`src/rtl/pixel_capture.sv`:
```
// pixel_capture: registered sensor front end feeding ImageProc.
// Registers raw pixels and FVAL/LVAL, gates capture to whole frames under
// iSTART/iEND control, and emits oDATA/oDVAL with X/Y/frame counters.
// Optional build macro PIXEL_CAPTURE_TEST_PATTERN_EN adds iTEST_MODE, which
// replaces sensor data with (X + Y) of the pixel being presented.
module pixel_capture #(
  parameter int DATA_W       = 12,
  parameter int COLUMN_WIDTH = 1280
) (
  input  logic              clk,
  input  logic              rst_n,
  input  logic [DATA_W-1:0] iDATA,
  input  logic              iFVAL,
  input  logic              iLVAL,
  input  logic              iSTART,
  input  logic              iEND,
`ifdef PIXEL_CAPTURE_TEST_PATTERN_EN
  input  logic              iTEST_MODE,
`endif
  output logic [DATA_W-1:0] oDATA,
  output logic              oDVAL,
  output logic [11:0]       oX_Cont,
  output logic [15:0]       oY_Cont,
  output logic [31:0]       oFrame_Cont,
  output logic              oBUSY
);

  typedef enum logic [1:0] {IDLE, ARMED, FRAME, GAP} state_t;

  localparam logic [11:0] X_LAST = 12'(COLUMN_WIDTH - 1);

  state_t            state;
  logic              stop_pending;
  logic [DATA_W-1:0] rDATA;
  logic              rFVAL, rLVAL, pFVAL;
  // position the next valid pixel will take inside the current frame
  logic [11:0]       nx;
  logic [15:0]       ny;

  logic              rise, fall, entry, valid;
  logic [11:0]       cx;
  logic [15:0]       cy;
  logic [DATA_W-1:0] pix;

  // stage 1: register sensor pins and keep previous FVAL for edge detect
  always_ff @(posedge clk or negedge rst_n) begin
    if (!rst_n) begin
      rDATA <= '0;
      rFVAL <= 1'b0;
      rLVAL <= 1'b0;
      pFVAL <= 1'b0;
    end else begin
      rDATA <= iDATA;
      rFVAL <= iFVAL;
      rLVAL <= iLVAL;
      pFVAL <= rFVAL;
    end
  end

  // edge decode, frame entry and pixel qualification for this cycle
  always_comb begin
    rise  = rFVAL & ~pFVAL;
    fall  = ~rFVAL & pFVAL;
    // a pending stop in ARMED/GAP wins over a coinciding rise
    entry = rise & ~stop_pending & ((state == ARMED) || (state == GAP));
    // rFVAL gate keeps a stray LVAL on the fall cycle from leaking through
    valid = ((state == FRAME) || entry) & rFVAL & rLVAL;
    cx    = entry ? 12'd0 : nx;
    cy    = entry ? 16'd0 : ny;
    pix   = rDATA;
`ifdef PIXEL_CAPTURE_TEST_PATTERN_EN
    if (iTEST_MODE) pix = DATA_W'({5'd0, cx} + {1'b0, cy});
`endif
  end

  // capture control FSM with stop request latch
  always_ff @(posedge clk or negedge rst_n) begin
    if (!rst_n) begin
      state        <= IDLE;
      stop_pending <= 1'b0;
    end else begin
      if (iEND) stop_pending <= 1'b1;
      case (state)
        IDLE: begin
          // stop requests while idle are meaningless; start+end cancels
          stop_pending <= 1'b0;
          if (iSTART && !iEND) state <= ARMED;
        end
        ARMED: begin
          if (stop_pending) begin
            state        <= IDLE;
            stop_pending <= 1'b0;
          end else if (rise) begin
            state <= FRAME;
          end
        end
        FRAME: begin
          if (fall) begin
            if (stop_pending) begin
              state        <= IDLE;
              stop_pending <= 1'b0;
            end else begin
              state <= GAP;
            end
          end
        end
        GAP: begin
          if (stop_pending) begin
            state        <= IDLE;
            stop_pending <= 1'b0;
          end else if (rise) begin
            state <= FRAME;
          end
        end
        default: begin
          state        <= IDLE;
          stop_pending <= 1'b0;
        end
      endcase
    end
  end

  // output stage: data, valid, coordinates and frame count, all registered
  always_ff @(posedge clk or negedge rst_n) begin
    if (!rst_n) begin
      oDATA       <= '0;
      oDVAL       <= 1'b0;
      oX_Cont     <= '0;
      oY_Cont     <= '0;
      oFrame_Cont <= '0;
      oBUSY       <= 1'b0;
      nx          <= '0;
      ny          <= '0;
    end else begin
      oDVAL <= valid;
      oBUSY <= (state != IDLE);
      if (entry) oFrame_Cont <= oFrame_Cont + 32'd1;
      if (entry || valid) begin
        oX_Cont <= cx;
        oY_Cont <= cy;
      end
      if (valid) begin
        oDATA <= pix;
        if (cx == X_LAST) begin
          nx <= 12'd0;
          ny <= cy + 16'd1;
        end else begin
          nx <= cx + 12'd1;
          ny <= cy;
        end
      end else if (entry) begin
        nx <= 12'd0;
        ny <= 16'd0;
      end
    end
  end

endmodule

```
`config.mk`:
```
export PLATFORM = sky130hd
export DESIGN_NAME = pixel_capture
export DESIGN_NICKNAME = d
export VERILOG_FILES = /design/src/rtl/pixel_capture.sv
export SDC_FILE = /design/constraint.sdc
export NUM_CORES = 1
export LEC_CHECK = 0
export CAP_MARGIN = 25
export CORE_MARGIN = 2
export CORE_UTILIZATION = 30
export DETAILED_ROUTE_END_ITERATION = 8
export PLACE_DENSITY = 0.61
export SLEW_MARGIN = 10
export SYNTH_ARGS = -nofsm -noshare
export SYNTH_HDL_FRONTEND = slang
export SYNTH_SLANG_ARGS = --single-unit
```
`constraint.sdc`:
```
create_clock -name clk -period 6.9 [get_ports clk]
set_clock_uncertainty 0.05 [all_clocks]
set_input_delay 1.38 -clock clk [delete_from_list [all_inputs] [get_ports clk]]
set_output_delay 1.38 -clock clk [all_outputs]
set_load 0.005 [all_outputs]
```
==> results.txt, run 1 <==
outcome -> finished clean
Slew headroom -> 0.415
die span in x -> 136 um
Final Hold Vio Count -> 0
drt total wl -> 12,500 um
r2r startpoint -> rFVAL
first-pass GRT wire length -> 20,700 um
area delta synth->final -> 34.5%
number of flops mapped to enable cells by yosys -> 0
sequential fraction of the synthesis area -> 0.574
starting density of the core -> 0.305
Vias -> 4,113
number of global-route vias before repair -> 4,148
Comb power frac -> 0.147
crit start category -> flip-flop
DRC -> 0
largest net degree at the start of global routing -> 72
clock power share -> 0.462
setup TNS -> 0 ns
final setup vio count -> 0
CTS clk-pin slew, worst paths -> 0.05 ns
critical path arrival -> 3.34 ns
RSZ-0062 raised after global routing -> no
die area -> 18,500 sq um
total CTS buffers -> 17
HPWL Detailed -> 8560 um
fillcell total -> 1,649
drt via density -> 4.83
switching power -> 524 uW
postcts setup bufs -> 0
total track usage -> 0.143
Total Power -> 2.14 mW
ys async rst share -> 1.00
Max VDD drop -> 0.000188 V
# H-tree levels -> 4
Syn. warnings -> 0
share of cells above drive strength 1 -> 0.0702
FF+latch count, synth -> 120
gr busiest metal -> met2
Max Clk Rate -> 0.326 GHz
number of routed nets with antenna violations -> 0
Synth Area per Inst -> 9.95 sq um
Reg area -> 3000 sq um
Setup crit start -> rFVAL
final net count -> 636
clock latency on the worst-skew pair -> 0.41 ns
GR Util met2 -> 0.223
hold path start -> pix[6]
# rows -> 48
gate count of the mapped netlist -> 526
sequential power share -> 0.391
drt first-iter violations -> 257
Post-CTS Resized -> 0
antenna violations before repair -> 0
Crit. End Element -> flip-flop
fin crit share -> 0.444
DR WL/cell -> 14.7 um
Multi-input gate area -> 2080 sq um
met3 Use GR -> 0.0403
Primary FF master, synth -> dfrtp_1
CTS tree -> built
Ports -> 92
Int Pwr -> 1.62 mW
Synth Net Count -> 547
Final Critical Period -> 3.06 ns
worst slew pin tran -> 0.877 ns
core box area -> 17,200 sq um
switching share of power -> 0.244
CTS root buffer -> clkbuf_16
worst hold path class -> flip-flop to flip-flop
leak pwr -> 2.98 nW
CTS Sinks -> 120
global placement routability congestion -> 0.797
pwr/cell area -> 304 nW/um^2
drt first pass iters -> 4
Port Buf Inserts -> 91
met1 Use GR -> 0.187
Yosys cell types -> 44
WP data required -> 7.18 ns
ANT cells -> 0
mapped cell area -> 5230 sq um
total grt overflow -> 0
clk buf depth -> 2
Max Slew Vio Count -> 0
DIE HEIGHT -> 136 um
worst-path fanout max -> 29
Hold-fix buffers, CTS -> 0
CP Class -> flip-flop to flip-flop
max-cap violations -> 0
-- metal layers --
metal,routed length [um],part of all wire
met5,0,0
met4,109,0.0087
met3,654,0.052
met2,5960,0.48
met1,5800,0.46
-- sequential cells by signal (all words and copies together), names as in the netlist --
name          cells
nx               12
ny               16
oBUSY             1
oDATA            12
oDVAL             1
oFrame_Cont      32
oX_Cont          12
oY_Cont          16
pFVAL             1
pix              12
rFVAL             1
rLVAL             1
state             2
stop_pending      1
-- cell type report --
cell class	count	area share
Inverter	13	0.00693
Clock buffer	24	0.0713
Multi-Input combinational cell	364	0.295
Sequential cell	120	0.427
Timing Repair Buffer	99	0.137
Clock inverter	7	0.0231
Tap cell	225	0.0400
-- cell usage after synthesis, types with 2 or more instances --
library cell | instances | area share
nand4_1 | 21 | 0.025
nor3_1 | 8 | 0.0077
or4_1 | 11 | 0.016
a21o_1 | 2 | 0.0029
mux2i_1 | 7 | 0.013
and3_1 | 5 | 0.0060
nand3_1 | 25 | 0.024
o21ai_0 | 4 | 0.0038
xnor2_1 | 32 | 0.054
clkbuf_2 | 2 | 0.0019
a21oi_1 | 40 | 0.038
nor4_1 | 5 | 0.0060
clkbuf_1 | 21 | 0.015
dfrtp_1 | 120 | 0.57
o211ai_1 | 2 | 0.0029
and2_1 | 7 | 0.0084
inv_1 | 13 | 0.0093
and4_1 | 7 | 0.012
a211o_1 | 2 | 0.0033
buf_2 | 5 | 0.0048
o31ai_1 | 9 | 0.013
nand2_1 | 133 | 0.095
nand2b_1 | 7 | 0.0084
nor2_1 | 11 | 0.0079
ha_1 | 3 | 0.0072
xor2_1 | 5 | 0.0084
a211oi_1 | 2 | 0.0029
-- power by group through the flow --
stage / clock (mW) / combinational (mW) / sequential, mW
3_5_place_dp: 0 / 0.321 / 0.850
2_1_floorplan: 0 / 0.152 / 0.835
6_report: 0.989 / 0.315 / 0.837
5_1_grt: 1.05 / 0.356 / 0.846
4_1_cts: 1.01 / 0.323 / 0.838
3_3_place_gp: 0 / 0.313 / 0.846
-- critical path, stage by stage, from the launching register on --
cell       delay (ns)
dfrtp_1          0.47
nand4bb_1        0.14
buf_4            0.29
nand2_1          0.14
inv_1            0.07
ha_1             0.22
nand4_1          0.13
or4_1            0.73
or4_1            0.58
a21oi_1          0.15
-- logic make-up after synthesis --
kind of cell | after synthesis | synth area share
buf+inv | 42 | 0.0318
mux | 8 | 0.0155
compound gates | 68 | 0.0787
simple gates | 248 | 0.231
xor+xnor | 37 | 0.0619
fa+ha+maj | 3 | 0.00717
flops | 120 | 0.574
-- cell usage in the layout, fill, tap and decap left out, types with 3 or more instances in the layout --
cell type / instances
dfrtp_1: 120
clkbuf_16: 17
and4_1: 7
clkdlybuf4s50_1: 90
mux2i_1: 7
clkbuf_8: 5
inv_1: 13
and2_1: 7
bufinv_16: 5
nor4_1: 3
nand4_1: 21
xnor2_1: 32
nor3_1: 8
ha_1: 3
xor2_1: 5
o31ai_1: 9
or4_1: 11
and3_1: 5
a21oi_1: 40
buf_4: 7
nand3_1: 25
nor2_1: 11
nand2b_1: 7
nand2_1: 133
o21ai_0: 4
-- through the flow --
step	setup WS [ns]	utilization	hold WS, ns	std cells	instance area, sq um
after detailed placement	3.81	0.371	0.372	820	6370
final	3.84	0.410	0.385	852	7040
after CTS	3.81	0.409	0.387	851	7030
after global placement	3.93	0.370	0.371	818	6350
after global routing	3.60	0.410	0.420	852	7040
after floorplan	3.92	-	0.299	526	5230
-- final timing paths --
check	to	slack (ns)	depth (start not counted)
worst max-delay path	ny[3]	3.84	9
max in group asynchronous	rFVAL	4.55	2
min in group asynchronous	nx[6]	0.94	1
worst max register to register	ny[3]	3.84	9
worst min register to register	oDATA[6]	0.39	2
worst min-delay path	oDATA[6]	0.39	2
Power figures use the tool's default switching activity.
==> run 2, diff against run 1 <==
Clock period 6.9 ns to 3.05 ns, I/O delays scaled along.
==> run 2 against run 1 <==
Hold slack worse by 0.22 ns. Sequential cell count unchanged. Register-to-register slack worse by 3.6 ns. Critical path depth down 1. Global-route usage up 0.10 points.
==> results.txt, run 2 (synthesis results as in run 1) <==
share of cells above drive strength 1 -> 0.0734 (was 0.0702)
DIE HEIGHT -> 136 um (unchanged)
clock latency on the worst-skew pair -> 0.41 ns (about the same)
Int Pwr -> 3.36 mW (was 1.62 mW)
core box area -> 17,200 sq um (unchanged)
postcts setup bufs -> 0 (unchanged)
Layout Utilization -> 0.406 (was 0.410)
crit start category -> flip-flop (unchanged)
# H-tree levels -> 4 (unchanged)
outcome -> finished clean (unchanged)
ANT cells -> 0 (unchanged)
total track usage -> 0.144 (was 0.143)
WP data required -> 3.34 ns (was 7.18 ns)
Max Slew Vio Count -> 0 (unchanged)
clk buf depth -> 2 (unchanged)
drt total wl -> 12,400 um (was 12,500 um)
WL met2 -> 5750 um (was 5960 um)
CTS clk-pin slew, worst paths -> 0.05 ns (about the same)
CTS root buffer -> clkbuf_16 (unchanged)
final setup vio count -> 0 (unchanged)
max-cap violations -> 0 (unchanged)
Ports -> 92 (unchanged)
max reg flops -> 32 (unchanged)
sequential power share -> 0.417 (was 0.391)
starting density of the core -> 0.305 (unchanged)
switching share of power -> 0.263 (was 0.244)
global placement routability congestion -> 0.813 (was 0.797)
total grt overflow -> 0 (unchanged)
first-pass GRT wire length -> 20,900 um (was 20,700 um)
total CTS buffers -> 17 (unchanged)
Post-CTS Resized -> 0 (unchanged)
drt first-iter violations -> 300 (was 257)
Crit. End Element -> flip-flop (unchanged)
Max Clk Rate -> 0.359 GHz (was 0.326 GHz)
r2r worst-path depth -> 8 (was 9)
drt via density -> 4.86 (was 4.83)
pwr/cell area -> 654 nW/um^2 (was 304 nW/um^2)
Post-Route M1 WL -> 5830 um (was 5800 um)
CTS tree -> built (unchanged)
most common cell after layout, fill and taps aside -> nand2_1 (unchanged)
setup TNS -> 0 ns (unchanged)
switching power -> 1.20 mW (was 524 uW)
Hold-fix buffers, CTS -> 0 (unchanged)
CP Class -> flip-flop to flip-flop (unchanged)
worst-path fanout max -> 14 (was 29)
number of routed nets with antenna violations -> 0 (unchanged)
Vias -> 4,137 (was 4,113)
Top Layer Used -> met4 (unchanged)
fin crit share -> 0.913 (was 0.444)
drt first pass iters -> 4 (unchanged)
Hold Slack -> 0.166 ns (was 0.385 ns)
Final Critical Period -> 2.79 ns (was 3.06 ns)
RSZ-0062 raised after global routing -> no (unchanged)
Max VDD drop -> 0.000405 V (was 0.000188 V)
Slew headroom -> 0.427 (was 0.415)
Port Buf Inserts -> 91 (unchanged)
critical path arrival -> 3.07 ns (was 3.34 ns)
Comb power frac -> 0.158 (was 0.147)
final net count -> 637 (was 636)
DRC -> 0 (unchanged)
DR WL/cell -> 14.6 um (was 14.7 um)
met3 wire length -> 654 um (unchanged)
HPWL Detailed -> 8300 um (was 8560 um)
largest registers -> oFrame_Cont x32, ny x16, oY_Cont x16 (unchanged)
area delta synth->final -> 33.2% (was 34.5%)
worst slew pin tran -> 0.859 ns (was 0.877 ns)
largest net degree at the start of global routing -> 60 (was 72)
clock power share -> 0.426 (was 0.462)
# rows -> 48 (unchanged)
leak pwr -> 2.95 nW (was 2.98 nW)
CTS Sinks -> 120 (unchanged)
Most flops, register -> oFrame_Cont (unchanged)
number of global-route vias before repair -> 4,081 (was 4,148)
die span in x -> 136 um (unchanged)
Final Hold Vio Count -> 0 (unchanged)
most frequent cells in the layout -> nand2_1 (133), dfrtp_1 (120), clkdlybuf4s50_1 (90) (unchanged)
die area -> 18,500 sq um (unchanged)
antenna violations before repair -> 0 (unchanged)
worst hold path class -> primary input to async pin (was flip-flop to flip-flop)
[run 2: layout make-up]
class,instances,area (sq um)
tap,225,282
clock inverter,9,100
fill,1705,10200
sequential,120,3000
timing repair buffer,100,988
clock buffer,21,470
inverter,13,48.8
multi-input combinational,364,2080
[run 2: final timing paths]
check / from / end / slack, ns
max in group asynchronous: rst_n / pix[7] / 2.07
worst min-delay path: rst_n / oY_Cont[2] / 0.17
min in group clk: pix[10] / oDATA[10] / 0.39
worst max register to register: stop_pending / ny[3] / 0.26
worst max-delay path: stop_pending / ny[3] / 0.26
worst min register to register: pix[10] / oDATA[10] / 0.39
[run 2: power by group through the flow]
stage | logic [mW] | clock network [mW] | registers [mW]
final | 0.718 | 1.94 | 1.90
after global routing | 0.804 | 2.08 | 1.92
after CTS | 0.735 | 2.00 | 1.90
after detailed placement | 0.731 | 0 | 1.92
after global placement | 0.709 | 0 | 1.92
after floorplan | 0.345 | 0 | 1.89
[run 2: worst max-delay path, cell delays in order (launching register included)]
cell,delay [ns]
dfrtp_1,0.45
nand4bb_1,0.21
nand2_1,0.11
inv_1,0.07
ha_1,0.21
nand4_1,0.13
or4_1,0.74
or4_1,0.58
a21oi_1,0.16
[run 2: per-stage QoR]
stage,instances,instance area (sq um),setup slack [ns],power [mW]
floorplan,526,5230,0.0714,2.23
global placement,822,6400,0.371,2.63
detailed placement,822,6400,0.291,2.65
CTS,852,6970,0.259,4.63
global route,852,6970,0.0575,4.80
finish,852,6970,0.264,4.56
[run 2: metal layers]
layer | global-route usage | vias up
met3 | 0.0455 | 14
met2 | 0.221 | 87
met5 | 0 | -
met1 | 0.190 | 2042
li1 | - | 1994
met4 | 0.0567 | 0
==> run 3, diff against run 2 <==
Clock period 3.05 ns to 3.58 ns, I/O delays scaled along.
==> run 3 against run 2 <==
Non-clock buffer count increased by 2. Power decreased by 14%. Setup slack improved by 0.33 ns. Final cell count increased by 0.23%. Sequential power decreased by 15%. Count of clock-buffer cells in the layout increased by 1. Hold slack improved by 0.12 ns.
==> results.txt, run 3 (synthesis results as in run 1) <==
clock latency on the worst-skew pair -> 0.41 ns (about the same)
final setup vio count -> 0 (unchanged)
CP Class -> flip-flop to flip-flop (unchanged)
Vias -> 4,200 (was 4,137)
largest registers -> oFrame_Cont x32, ny x16, oY_Cont x16 (unchanged)
final net count -> 639 (was 637)
CTS tree -> built (unchanged)
total grt overflow -> 0 (unchanged)
worst hold path class -> primary input to async pin (unchanged)
r2r startpoint -> stop_pending (unchanged)
die area -> 18,500 sq um (unchanged)
drt first pass iters -> 5 (was 4)
CP bufs+invs -> 2 (was 1)
first-pass GRT wire length -> 21,500 um (was 20,900 um)
clk buf depth -> 2 (unchanged)
critical path arrival -> 3.27 ns (was 3.07 ns)
DIE HEIGHT -> 136 um (unchanged)
drt via density -> 4.92 (was 4.86)
HPWL Detailed -> 8730 um (was 8300 um)
total CTS buffers -> 17 (unchanged)
share of cells above drive strength 1 -> 0.0763 (was 0.0734)
outcome -> finished clean (unchanged)
final std cells w/o fill -> 854 (was 852)
Slew headroom -> 0.478 (was 0.427)
ANT cells -> 0 (unchanged)
Most flops, register -> oFrame_Cont (unchanged)
setup TNS -> 0 ns (unchanged)
Post-Route M1 WL -> 5770 um (was 5830 um)
Total Power -> 3.91 mW (was 4.56 mW)
Max Clk Rate -> 0.335 GHz (was 0.359 GHz)
WP data required -> 3.86 ns (was 3.34 ns)
final worst slack -> 0.592 ns (was 0.264 ns)
Crit. End Element -> flip-flop (unchanged)
antenna violations before repair -> 0 (unchanged)
area delta synth->final -> 33.6% (was 33.2%)
CP delay by family, top -> simple AND/OR/NAND/NOR gates (unchanged)
placed cell count -> 823 (was 822)
worst-path fanout max -> 17 (was 14)
global placement routability congestion -> 0.793 (was 0.813)
number of global-route vias before repair -> 4,301 (was 4,081)
leak pwr -> 2.96 nW (was 2.95 nW)
pre-CTS setup slack -> 0.601 ns (was 0.291 ns)
drt first-iter violations -> 263 (was 300)
CTS clk-pin slew, worst paths -> 0.05 ns (about the same)
slowest library cell on the worst path -> or4_1 (unchanged)
DRC -> 0 (unchanged)
drt total wl -> 12,700 um (was 12,400 um)
worst r2r dst -> ny[3] (unchanged)
CTS root buffer -> clkbuf_16 (unchanged)
Ports -> 92 (unchanged)
Final Hold Vio Count -> 0 (unchanged)
postcts setup bufs -> 0 (unchanged)
pwr/cell area -> 560 nW/um^2 (was 654 nW/um^2)
DR WL/cell -> 14.9 um (was 14.6 um)
Post-Layout Inst Area -> 6990 sq um (was 6970 sq um)
most frequent CP cell -> or4_1 (unchanged)
number of routed nets with antenna violations -> 0 (unchanged)
starting density of the core -> 0.305 (unchanged)
Hold-fix buffers, CTS -> 0 (unchanged)
Post-CTS Resized -> 0 (unchanged)
# rows -> 48 (unchanged)
total track usage -> 0.148 (was 0.144)
RSZ-0062 raised after global routing -> no (unchanged)
most common cell after layout, fill and taps aside -> nand2_1 (unchanged)
fillcell total -> 1,696 (was 1,705)
Final Critical Period -> 2.99 ns (was 2.79 ns)
WL met2 -> 6080 um (was 5750 um)
max reg flops -> 32 (unchanged)
reg2reg setup slack -> 0.59 ns (was 0.26 ns)
CTS Sinks -> 120 (unchanged)
r2r worst-path depth -> 9 (was 8)
critical path cell sequence -> nand4bb_1 > buf_4 > nand2_1 > inv_1 > ha_1 > nand4_1 > or4_1 > or4_1 > a21oi_1 (was nand4bb_1 > nand2_1 > inv_1 > ha_1 > nand4_1 > or4_1 > or4_1 > a21oi_1)
fin crit share -> 0.835 (was 0.913)
# H-tree levels -> 4 (unchanged)
Max stage delay on crit path -> 0.74 ns (about the same)
Max Slew Vio Count -> 0 (unchanged)
worst slew pin tran -> 0.783 ns (was 0.859 ns)
met3 wire length -> 692 um (was 654 um)
die span in x -> 136 um (unchanged)
crit start category -> flip-flop (unchanged)
most frequent cells in the layout -> nand2_1 (133), dfrtp_1 (120), clkdlybuf4s50_1 (90) (unchanged)
max-cap violations -> 0 (unchanged)
core box area -> 17,200 sq um (unchanged)
Max VDD drop -> 0.000345 V (was 0.000405 V)
Port Buf Inserts -> 91 (unchanged)
Top Layer Used -> met4 (unchanged)
largest net degree at the start of global routing -> 68 (was 60)
placed standard-cell area -> 6400 sq um (about the same)
-- run 3: how the worst max path moves through the flow --
stage | startpoint | endpoint | slack [ns] | depth (start not counted)
global route | rFVAL | ny[3] | 0.39 | 9
finish | stop_pending | ny[3] | 0.59 | 9
detailed placement | rFVAL | ny[3] | 0.60 | 9
floorplan | rFVAL | ny[12] | 0.60 | 11
CTS | stop_pending | ny[3] | 0.58 | 9
global placement | rFVAL | ny[3] | 0.70 | 8
-- run 3: area by class of cell --
type	count	area (sq um)	share of cell area
Timing Repair Buffer	102	1000	0.143
Multi-Input combinational cell	364	2080	0.297
Inverter	13	48.8	0.00698
Tap cell	225	282	0.0403
Sequential cell	120	3000	0.430
Clock buffer	22	484	0.0693
Clock inverter	8	96.3	0.0138
-- run 3: power breakdown --
group / switching [mW] / internal, mW
combinational: 0.313 / 0.306
sequential: 0.128 / 1.50
clock: 0.583 / 1.09
total: 1.02 / 2.89
-- run 3: worst register-to-register path, delay by kind of cell (launching register included) --
kind	cells	cell delay, ns
adder cells (fa/ha/maj)	1	0.21
AND/OR/NAND/NOR	5	1.74
buffers and inverters	2	0.29
flip-flops	1	0.45
AO/OA/AOI/OAI	1	0.16
-- run 3: routing by layer --
layer	global-route usage	vias to the layer above
met4	0.0625	0
met3	0.0433	16
met2	0.228	106
met5	0	-
li1	-	2001
met1	0.194	2077
-- run 3: stage by stage --
stage | hold WS [ns] | util
after floorplan | 0.299 | -
after global placement | 0.370 | 0.373
after detailed placement | 0.372 | 0.373
after CTS | 0.318 | 0.407
after global routing | 0.344 | 0.407
final | 0.288 | 0.407
